`config.mk`:
```
export PLATFORM = sky130hd
export DESIGN_NAME = multi_bank_fifo_arb
export DESIGN_NICKNAME = d
export VERILOG_FILES = /design/src/rtl/multi_bank_fifo_arb.sv
export SDC_FILE = /design/constraint.sdc
export NUM_CORES = 2
export LEC_CHECK = 0
export CORE_AREA = 3 3 417 419
export DETAILED_ROUTE_END_ITERATION = 16
export DIE_AREA = 0 0 420 422
export GPL_TIMING_DRIVEN = 0
export PLACE_DENSITY = 0.66
export SETUP_SLACK_MARGIN = 0.3
export SLEW_MARGIN = 20
export SYNTH_ARGS = -nofsm -noshare
export SYNTH_HDL_FRONTEND = slang
export SYNTH_SLANG_ARGS = --single-unit
```
`constraint.sdc`:
```
create_clock -name clk -period 5.05 [get_ports clk]
set_clock_uncertainty 0.2 [all_clocks]
set_input_delay 0.7575 -clock clk [delete_from_list [all_inputs] [get_ports clk]]
set_output_delay 0.7575 -clock clk [all_outputs]
set_load 0.02 [all_outputs]
```
`src/rtl/multi_bank_fifo_arb.sv`:
```
// Dual-master banked FIFO: BANK_NUM independent FIFOs, any master may push/pop any bank
// each cycle; same-bank collisions are settled by per-bank round-robin (push and pop separately).
module multi_bank_fifo_arb #(
  parameter int unsigned DATA_WIDTH = 8,
  parameter int unsigned DEPTH      = 32,
  parameter int unsigned BANK_NUM   = 4,
  localparam int unsigned BANK_W    = $clog2(BANK_NUM),
  localparam int unsigned CNT_W     = $clog2(DEPTH) + 1
) (
  input  logic                      clk,
  input  logic                      rst,
  input  logic                      wr_en_m0,
  input  logic [BANK_W-1:0]         wr_id_m0,
  input  logic [DATA_WIDTH-1:0]     data_in_m0,
  input  logic                      rd_en_m0,
  input  logic [BANK_W-1:0]         rd_id_m0,
  input  logic                      wr_en_m1,
  input  logic [BANK_W-1:0]         wr_id_m1,
  input  logic [DATA_WIDTH-1:0]     data_in_m1,
  input  logic                      rd_en_m1,
  input  logic [BANK_W-1:0]         rd_id_m1,
  output logic                      wr_ack_m0,
  output logic                      wr_ack_m1,
  output logic                      valid_m0,
  output logic [DATA_WIDTH-1:0]     data_out_m0,
  output logic                      valid_m1,
  output logic [DATA_WIDTH-1:0]     data_out_m1,
  output logic [BANK_NUM-1:0]       bank_full,
  output logic [BANK_NUM-1:0]       bank_empty,
  output logic [BANK_NUM*CNT_W-1:0] bank_count
);

  localparam int unsigned PTR_W = $clog2(DEPTH);

  logic [CNT_W-1:0]      count  [BANK_NUM];
  logic [PTR_W-1:0]      wr_ptr [BANK_NUM];
  logic [PTR_W-1:0]      rd_ptr [BANK_NUM];
  logic [DATA_WIDTH-1:0] mem    [BANK_NUM][DEPTH];
  logic [BANK_NUM-1:0]   wr_prio;  // 0: M0 wins next push conflict, 1: M1
  logic [BANK_NUM-1:0]   rd_prio;  // 0: M0 wins next pop conflict, 1: M1

  logic                  w_elig0, w_elig1, w_conf;
  logic                  r_elig0, r_elig1, r_conf;
  logic                  rd_gnt0, rd_gnt1;
  logic [BANK_NUM-1:0]   push_hit, pop_hit;

  // Status taken from the registered counts, i.e. the pre-edge state.
  always_comb begin
    bank_full  = '0;
    bank_empty = '0;
    bank_count = '0;
    for (int b = 0; b < BANK_NUM; b++) begin
      bank_full[b]                   = (count[b] == CNT_W'(DEPTH));
      bank_empty[b]                  = (count[b] == '0);
      bank_count[b*CNT_W +: CNT_W]   = count[b];
    end
  end

  // Eligibility, conflict resolution and per-bank push/pop strobes.
  always_comb begin
    w_elig0   = wr_en_m0 && !bank_full[wr_id_m0];
    w_elig1   = wr_en_m1 && !bank_full[wr_id_m1];
    w_conf    = w_elig0 && w_elig1 && (wr_id_m0 == wr_id_m1);
    wr_ack_m0 = w_elig0 && !(w_conf && wr_prio[wr_id_m0]);
    wr_ack_m1 = w_elig1 && !(w_conf && !wr_prio[wr_id_m1]);

    r_elig0   = rd_en_m0 && !bank_empty[rd_id_m0];
    r_elig1   = rd_en_m1 && !bank_empty[rd_id_m1];
    r_conf    = r_elig0 && r_elig1 && (rd_id_m0 == rd_id_m1);
    rd_gnt0   = r_elig0 && !(r_conf && rd_prio[rd_id_m0]);
    rd_gnt1   = r_elig1 && !(r_conf && !rd_prio[rd_id_m1]);

    push_hit  = '0;
    pop_hit   = '0;
    for (int b = 0; b < BANK_NUM; b++) begin
      push_hit[b] = (wr_ack_m0 && (wr_id_m0 == BANK_W'(b))) ||
                    (wr_ack_m1 && (wr_id_m1 == BANK_W'(b)));
      pop_hit[b]  = (rd_gnt0 && (rd_id_m0 == BANK_W'(b))) ||
                    (rd_gnt1 && (rd_id_m1 == BANK_W'(b)));
    end
  end

  // Storage array, intentionally not reset.
  always_ff @(posedge clk) begin
    if (wr_ack_m0) mem[wr_id_m0][wr_ptr[wr_id_m0]] <= data_in_m0;
    if (wr_ack_m1) mem[wr_id_m1][wr_ptr[wr_id_m1]] <= data_in_m1;
  end

  always_ff @(posedge clk or posedge rst) begin
    if (rst) begin
      for (int b = 0; b < BANK_NUM; b++) begin
        count[b]  <= '0;
        wr_ptr[b] <= '0;
        rd_ptr[b] <= '0;
      end
      wr_prio     <= '0;
      rd_prio     <= '0;
      valid_m0    <= 1'b0;
      valid_m1    <= 1'b0;
      data_out_m0 <= '0;
      data_out_m1 <= '0;
    end else begin
      for (int b = 0; b < BANK_NUM; b++) begin
        if (push_hit[b]) wr_ptr[b] <= wr_ptr[b] + PTR_W'(1);
        if (pop_hit[b])  rd_ptr[b] <= rd_ptr[b] + PTR_W'(1);
        if (push_hit[b] && !pop_hit[b])      count[b] <= count[b] + CNT_W'(1);
        else if (pop_hit[b] && !push_hit[b]) count[b] <= count[b] - CNT_W'(1);
      end
      // The loser of a conflict gets priority next time on that bank.
      if (w_conf) wr_prio[wr_id_m0] <= !wr_prio[wr_id_m0];
      if (r_conf) rd_prio[rd_id_m0] <= !rd_prio[rd_id_m0];
      valid_m0 <= rd_gnt0;
      valid_m1 <= rd_gnt1;
      if (rd_gnt0) data_out_m0 <= mem[rd_id_m0][rd_ptr[rd_id_m0]];
      if (rd_gnt1) data_out_m1 <= mem[rd_id_m1][rd_ptr[rd_id_m1]];
    end
  end

endmodule

```
== Yosys cells after proc, flatten, opt, wreduce, memory -nomap -nowiden ==
Memory sizes are Yosys's and may differ from the RTL's.
Index checks and enable logic that the tools add are counted.

* $add $sub $neg: 16
* Multipliers: 0
* Div/mod/pow operators: 0
* Order comparisons: 16
* Equality and inequality tests: 18
* Shifts and indexed selects: 0
* Muxes and demuxes: 56
* Bitwise gates (word level): 8
* Reduce and logical (&&, ||, !) cells: 84

{| class="wikitable"
|+ Operator list
! cell !! number
|-
| 256-bit 2-to-1 mux || 2
|-
| 8-bit binary-select mux with 5-bit select || 2
|-
| 8-bit demux with 5-bit select || 2
|-
| 6-bit 2-to-1 mux || 8
|-
| 8-bit 2-to-1 mux || 6
|-
| 1-bit logical AND || 44
|-
| 5-bit by 1-bit adder with 5-bit output, second input constant || 8
|-
| 5-bit binary-select mux with 2-bit select || 4
|-
| 5-bit 2-to-1 mux || 8
|-
| 6-bit by 1-bit adder with 6-bit output, second input constant || 4
|-
| 6-bit equality test, second input constant || 4
|-
| 6-bit greater-or-equal comparator, second input constant || 4
|-
| 6-bit logical NOT || 4
|-
| 5-bit inverter with 6-bit output || 4
|-
| 6-bit by 1-bit subtractor with 6-bit output, second input constant || 4
|-
| 1-bit logical NOT || 20
|-
| 1-bit binary-select mux with 2-bit select || 8
|-
| 2-bit equality test, second input constant || 8
|-
| 3-bit greater-or-equal comparator, second input constant || 4
|-
| 2-bit by 3-bit less-than comparator with 1-bit output, second input constant || 4
|-
| 6-bit by 1-bit less-than comparator with 1-bit output, second input constant || 2
|-
| 1-bit 2-to-1 mux || 12
|-
| 2-bit inverter with 3-bit output || 4
|-
| 4-bit bitwise mux || 2
|-
| other kinds (7) || 26
|}

* Flip-flop bits (word level): 90
* Latch bits: 0
* RAM bits: 1,024
* ROM bits: 0
* Bits of input ports: 30
* Output and inout port bits: 52
* Logic and storage cells: 217
* Memories kept: 1

{| class="wikitable"
|+ Memories
! memory !! words !! width !! read ports !! clocked after memory_dff !! write ports !! line !! RTL
|-
| mem || 4 || 256 || 2 || 0 || 2 || 38 || <nowiki>logic [DATA_WIDTH-1:0] mem [BANK_NUM][DEPTH];</nowiki>
|}

== Depth between registers and ports, before layout ==
* Depth in word-level cells: 16
* Mapped depth: 17
* Gate-level depth less buffers: 17

== Worst setup path before layout ==
OpenSTA, ideal clock, no wires.

* Kind: input port to flip-flop
* Start point: input rd_id_m0[0]
* End point: register count, in the netlist bank_count[5]
* Setup time: 133 ps
* Arrival: 4,286 ps
* Slack: 431 ps
* Cell stages on the path: 16
* Cells stage by stage: buf_2 buf_2 buf_1 mux4_2 o211ai_1 a32oi_1 ha_1 inv_1 ha_1 a21o_1 a21oi_1 o21bai_1 a21oi_1 xnor2_1 nor2_1 xor2_1

* Longest elaborated chain between the ends: 14
* Elaborated cells on any way between the ends: 24
* Classes of those cells: 1 x eq/ne; 5 x mux; 18 x reduce/logical

{| class="wikitable"
|+ Ends and longest elaborated chain
! what !! line !! RTL
|-
| from (decl) || 16 || <nowiki>input logic [BANK_W-1:0] rd_id_m0,</nowiki>
|-
| 1-bit binary-select mux with 2-bit select || 67 || <nowiki>r_elig0 = rd_en_m0 && !bank_empty[rd_id_m0];</nowiki>
|-
| 1-bit 2-to-1 mux (implied by the code) || 67 ||
|-
| 1-bit logical NOT || 67 ||
|-
| 1-bit logical AND || 67 ||
|-
| 1-bit logical AND (2 in a row) || 69 || <nowiki>r_conf = r_elig0 && r_elig1 && (rd_id_m0 == rd_id_m1);</nowiki>
|-
| 1-bit logical AND, on equally long branches || 70, 71 ||
|-
| 1-bit logical NOT, on equally long branches || 70, 71 ||
|-
| 1-bit logical AND, on equally long branches || 70, 71 ||
|-
| 1-bit logical AND, on equally long branches || 78, 79 ||
|-
| 1-bit logical OR (*) || 78 || <nowiki>pop_hit[b] = (rd_gnt0 && (rd_id_m0 == BANK_W'(b))) ||</nowiki>
|-
| 1-bit logical NOT || 106 || <nowiki>if (push_hit[b] && !pop_hit[b]) count[b] <= count[b] + CNT_W'(1);</nowiki>
|-
| 1-bit logical AND || 106 ||
|-
| 6-bit 2-to-1 mux / 2-bit nonzero test (equally long branches) || -- ||
|-
| to (signal, indexed assignment) || 106 ||
|-
| to (signal, indexed assignment) || 107 || <nowiki>else if (pop_hit[b] && !push_hit[b]) count[b] <= count[b] - CNT_W'(1);</nowiki>
|-
| to (decl) || 35 || <nowiki>logic [CNT_W-1:0] count [BANK_NUM];</nowiki>
|}

Every way passes the cells marked *; elsewhere a longest branch is shown, timed or not. The select of a mux whose other input is x is not followed.
A chain may end at the register's enable or synchronous reset.

== Final worst setup path ==
* Start point: input rd_id_m0[1]
* End point: register data_out_m0[4]

* Longest elaborated chain between the ends: 9
* Elaborated cells on any way between the ends: 21
* Classes of those cells: 1 x eq/ne; 10 x mux; 2 x bitwise; 7 x reduce/logical; 1 x memory

{| class="wikitable"
|+ Ends and longest elaborated chain
! what !! line !! RTL
|-
| branches (longest 9 deep; another with 8-bit binary-select mux with 5-bit select) || -- ||
|-
| to (signal assigned) || 114 || <nowiki>if (rd_gnt0) data_out_m0 <= mem[rd_id_m0][rd_ptr[rd_id_m0]];</nowiki>
|-
| to (decl) || 25 || <nowiki>output logic [DATA_WIDTH-1:0] data_out_m0,</nowiki>
|}

Several ways; the timed one is not identified. The select of a mux whose other input is x is not followed.

==> report_table.html <==
<table>
<tr><th>Metric</th><th>Value</th></tr>
<tr><th colspan="2">Critical path</th></tr>
<tr><td>Worst endpoint required time</td><td>5600 ps</td></tr>
<tr><td>Reg-to-reg startpoint</td><td>rd_ptr[1]</td></tr>
<tr><td>Delay contributed by the slowest stage of the critical path</td><td>roughly 1100 ps</td></tr>
<tr><td>Number of buffer and inverter stages on the critical path</td><td>4</td></tr>
<tr><td>Startpoint type of the worst setup path</td><td>input port</td></tr>
<tr><td>Worst path depth</td><td>11</td></tr>
<tr><td>Type of destination of the critical path</td><td>register</td></tr>
<tr><td>Critical Path Fanout Max</td><td>10</td></tr>
<tr><td>Startpoint of the worst setup timing path</td><td>rd_id_m0[1]</td></tr>
<tr><td>Highest-delay cell along the critical path</td><td>sky130_fd_sc_hd__a31oi_1</td></tr>
<tr><td>Critical path class</td><td>input port to register</td></tr>
<tr><td>Category of cells accounting for the largest share of critical-path delay</td><td>compound AO/OA/AOI/OAI gates</td></tr>
<tr><td>Cells traversed along the worst timing path</td><td>clkbuf_2 &gt; buf_2 &gt; buf_2 &gt; clkdlybuf4s15_2 &gt; mux4_2 &gt; mux2i_1 &gt; a22oi_1 &gt; a21oi_1 &gt; a31oi_1 &gt; a22oi_1 &gt; o21ai_0</td></tr>
<tr><td>Worst Path Arrival</td><td>5690 ps</td></tr>
<tr><td>Count of cells along the worst register-to-register path</td><td>8</td></tr>
<tr><th colspan="2">Synthesis</th></tr>
<tr><td>Number of distinct standard cells referenced by the synthesized netlist</td><td>70</td></tr>
<tr><td>Area share of the leading cell type in the synthesized netlist</td><td>between 40% and 50%</td></tr>
<tr><td>Most area-consuming cells after synthesis</td><td>sky130_fd_sc_hd__edfxtp_1 45%, sky130_fd_sc_hd__mux4_2 18%, sky130_fd_sc_hd__mux2_2 16%</td></tr>
<tr><td>Number of synthesis warnings</td><td>0</td></tr>
<tr><td>Post-synthesis net count</td><td>about 4.5k</td></tr>
<tr><td>Post-synthesis async set-or-reset flop share</td><td>8.08%</td></tr>
<tr><td>Flops &amp; latches, synth</td><td>1114</td></tr>
<tr><td>Cell taking the most area after synthesis</td><td>sky130_fd_sc_hd__edfxtp_1</td></tr>
<tr><td>Post-synth EDFFs</td><td>1024</td></tr>
<tr><td>Cell count after synthesis</td><td>4397</td></tr>
<tr><td>Dominant register cell in the synthesized netlist</td><td>sky130_fd_sc_hd__edfxtp_1</td></tr>
<tr><td>Cell area after synthesis</td><td>68000 um2</td></tr>
<tr><td>Per-instance average area after synthesis</td><td>15.5 um2</td></tr>
<tr><td>Proportion of synthesized chip area in sequential cells</td><td>48.5%</td></tr>
<tr><th colspan="2">Pwr</th></tr>
<tr><td>Peak supply drop</td><td>0.360 mV</td></tr>
<tr><td>Overall power of the completed layout</td><td>33900 uW</td></tr>
<tr><td>Pwr Density</td><td>around 430 nW/um2</td></tr>
<tr><td>Leakage dissipation</td><td>0.0264 uW</td></tr>
<tr><th colspan="2">Timing</th></tr>
<tr><td>Max-slew violation count</td><td>0</td></tr>
<tr><td>Setup repair after global routing missed its margin</td><td>yes</td></tr>
<tr><td>Worst Tran Pin Value</td><td>between 1000 and 1500 ps</td></tr>
<tr><td>Final setup violation count</td><td>2</td></tr>
<tr><td>Hold violation count in the final report</td><td>0</td></tr>
<tr><td>Period utilization</td><td>102%</td></tr>
<tr><td>Crit path setup slack, layout</td><td>-91.5 ps</td></tr>
<tr><td>Maximum clock frequency</td><td>194 MHz</td></tr>
<tr><td>Shortest period the worst path allows</td><td>about 5100 ps</td></tr>
<tr><td>Relative slew margins</td><td>6.10%</td></tr>
<tr><th colspan="2">Floorplanning</th></tr>
<tr><td>Horizontal die dimension</td><td>420 um</td></tr>
<tr><td>Placeable core area</td><td>171000 um2</td></tr>
<tr><td>Total Die Area</td><td>approximately 180000 um2</td></tr>
<tr><td>Initial standard-cell utilization of the core</td><td>39.8%</td></tr>
<tr><td>I/O pin cnt</td><td>between 80 and 90</td></tr>
<tr><td>Site Rows</td><td>152</td></tr>
<tr><td>Chip Height</td><td>approximately 420 um</td></tr>
<tr><th colspan="2">Global route</th></tr>
<tr><td>Overall Global Routing Usage</td><td>41.1%</td></tr>
<tr><td>First-pass GRT wire length</td><td>473000 um</td></tr>
<tr><td>Number of global-route vias before repair</td><td>48.6k</td></tr>
<tr><td>Largest net degree at the start of global routing</td><td>50</td></tr>
<tr><td>Antenna violations before repair</td><td>75</td></tr>
<tr><td>GR Overflow Total</td><td>0</td></tr>
<tr><th colspan="2">Flow run</th></tr>
<tr><td>Count of maximum capacitance violations</td><td>0</td></tr>
<tr><th colspan="2">Placement</th></tr>
<tr><td>Detailed placer's ending HPWL</td><td>269000 um</td></tr>
<tr><td>IO Port Bufs</td><td>59</td></tr>
<tr><td>Weighted congestion reported at the end of routability-driven placement</td><td>1.13</td></tr>
<tr><td>Worst Setup Slack post-DPL</td><td>-2020 ps</td></tr>
<tr><td>Total placed cells including tap cells</td><td>6745</td></tr>
<tr><th colspan="2">Cells and area</th></tr>
<tr><td>Layout Utilization</td><td>45.6%</td></tr>
<tr><td>Final cell count without fillers</td><td>7059</td></tr>
<tr><td>Filler cell count</td><td>14.9k</td></tr>
<tr><td>Fraction of final layout cells sized beyond drive strength 1</td><td>around 49%</td></tr>
<tr><td>Commonest non-fill, non-tap cells in the layout</td><td>1024 x sky130_fd_sc_hd__edfxtp_1, 971 x sky130_fd_sc_hd__mux2_2, 537 x sky130_fd_sc_hd__mux4_2, 254 x sky130_fd_sc_hd__mux2i_1, 221 x sky130_fd_sc_hd__clkbuf_1</td></tr>
<tr><td>Most common cell after layout, fill and taps aside</td><td>sky130_fd_sc_hd__edfxtp_1</td></tr>
<tr><td>Area growth from synthesis to layout</td><td>14.8%</td></tr>
<tr><td>Net count reported at finish</td><td>4727</td></tr>
<tr><th colspan="2">Detailed routing</th></tr>
<tr><td>Final routed wire length divided by cell count</td><td>between 50 and 60 um</td></tr>
<tr><td>Total number of vias</td><td>52.4k</td></tr>
<tr><td>DR DRC count</td><td>0</td></tr>
<tr><td>Drt via density</td><td>roughly 7.4</td></tr>
<tr><td>Wire length reported by the detailed router</td><td>approximately 370000 um</td></tr>
<tr><td>Number of nets with antenna violations after detailed routing</td><td>0</td></tr>
<tr><td>First drt pass iteration count</td><td>6</td></tr>
<tr><td>Drt initial violations</td><td>10.5k</td></tr>
<tr><th colspan="2">Status</th></tr>
<tr><td>Violated checks</td><td>setup timing</td></tr>
<tr><td>Status</td><td>complete, but fails checks</td></tr>
<tr><th colspan="2">Clocking</th></tr>
<tr><td>Clock root cell</td><td>sky130_fd_sc_hd__clkbuf_16</td></tr>
<tr><td>Number of hold buffers added after CTS</td><td>0</td></tr>
<tr><td>Worst-case clock buffer depth</td><td>3</td></tr>
<tr><td>H-tree levels</td><td>4</td></tr>
<tr><td>Clock latency at the later pin of the worst-skew pair</td><td>850 ps</td></tr>
<tr><td>TritonCTS Buffers</td><td>132</td></tr>
<tr><td>CTS sink count</td><td>1114</td></tr>
<tr><td>Clock slew seen by the registers of the worst setup and hold paths</td><td>60 ps</td></tr>
<tr><td>Clock tree from TritonCTS</td><td>yes</td></tr>
<tr><th colspan="2">Min path</th></tr>
<tr><td>Path category of the worst min-delay check</td><td>input port to asynchronous set/reset pin</td></tr>
</table>
==> per-layer routing <==
metal	vias up	GRT usage [%]	wire [um]
li1	18395	-	-
met1	26959	48.6	122000
met2	5473	55.8	148000
met3	1511	19.5	58200
met4	39	34.5	40100
met5	-	1.31	575
==> timing repair <==
item	CTS	global route
pin swaps	0	5
gates resized for setup	163	96
setup buffers	0	18
endpoints found under the setup margin	924	606
==> final cells by class <==
| class | count | area [um2] | area share (%) |
|---|---|---|---|
| Multi-Input combinational cell | 2790 | 34000 | 43.6 |
| Sequential cell | 1114 | 33000 | 42.3 |
| Clock buffer | 172 | 3550 | 4.54 |
| Tap cell | 2233 | 2790 | 3.58 |
| Buffer | 457 | 2170 | 2.78 |
| Timing Repair Buffer | 135 | 1450 | 1.86 |
| Clock inverter | 73 | 802 | 1.03 |
| Inverter | 35 | 139 | 0.178 |
| Antenna cell | 50 | 125 | 0.160 |
==> where the power goes <==
group	leakage [uW]	switching (uW)	internal, uW
Clock	0.00212	4390	5590
Sequential	0.0103	588	10700
Combinational	0.0140	8750	3840
==> registers in the layout, summed over array words and instances (netlist names), 4 cells and up <==
name         count
data_out_m0      8
rd_prio          4
bank_count      24
mem           1024
rd_ptr          20
data_out_m1      8
wr_prio          4
wr_ptr          20
==> logic make-up after synthesis <==
| group | count (synthesis) | share of synthesized area, % |
|---|---|---|
| buf+inv | 493 | 2.85 |
| fa+ha+maj | 32 | 0.633 |
| compound gates | 375 | 3.55 |
| mux | 1858 | 39.6 |
| simple gates | 457 | 3.92 |
| xor+xnor | 68 | 0.876 |
| flops | 1114 | 48.5 |
==> metrics by stage <==
| step | TNS [ps] | hold slack, ps | cell area, um2 |
|---|---|---|---|
| floorplan | 0 | 252 | 68000 |
| global placement | -757850 | 267 | 71400 |
| detailed placement | -285980 | 272 | 72400 |
| CTS | 0 | 94.8 | 77400 |
| global route | 0 | 125 | 77900 |
| finish | -108 | 101 | 78000 |
==> cell usage after synthesis (8+ instances only) <==
library cell and number:
sky130_fd_sc_hd__mux2_2 971, sky130_fd_sc_hd__nand3_2 13, sky130_fd_sc_hd__nor3_4 17, sky130_fd_sc_hd__inv_1 31, sky130_fd_sc_hd__xnor2_1 38, sky130_fd_sc_hd__nor2_1 66
sky130_fd_sc_hd__o22ai_1 75, sky130_fd_sc_hd__nand2_1 178, sky130_fd_sc_hd__mux2i_1 255, sky130_fd_sc_hd__xor2_1 30, sky130_fd_sc_hd__nor2_2 38, sky130_fd_sc_hd__nor2b_1 26
sky130_fd_sc_hd__nand4_1 13, sky130_fd_sc_hd__a211o_1 8, sky130_fd_sc_hd__o211ai_1 9, sky130_fd_sc_hd__a22oi_1 38, sky130_fd_sc_hd__a211oi_1 16, sky130_fd_sc_hd__mux4_2 537
sky130_fd_sc_hd__nand3_1 14, sky130_fd_sc_hd__buf_1 77, sky130_fd_sc_hd__a21oi_1 37, sky130_fd_sc_hd__nor2_8 10, sky130_fd_sc_hd__o21bai_1 20, sky130_fd_sc_hd__ha_1 28
sky130_fd_sc_hd__mux2_4 80, sky130_fd_sc_hd__a31oi_1 21, sky130_fd_sc_hd__clkbuf_1 349, sky130_fd_sc_hd__nand2_2 20, sky130_fd_sc_hd__edfxtp_1 1024, sky130_fd_sc_hd__or3_1 8
sky130_fd_sc_hd__dfrtp_1 90, sky130_fd_sc_hd__o21ai_0 106, sky130_fd_sc_hd__mux2_1 15, sky130_fd_sc_hd__buf_2 24
==> final timing paths <==
path / to / slack, ps
worst max-delay path: data_out_m0[4] / -90
worst min-delay path: rd_ptr[12] / 100
worst max register to register: data_out_m0[4] / 20
worst min register to register: data_out_m0[1] / 280
max in group asynchronous: bank_count[12] / 3960
min in group clk: data_out_m0[1] / 280
(Power assumes the default switching activity.)
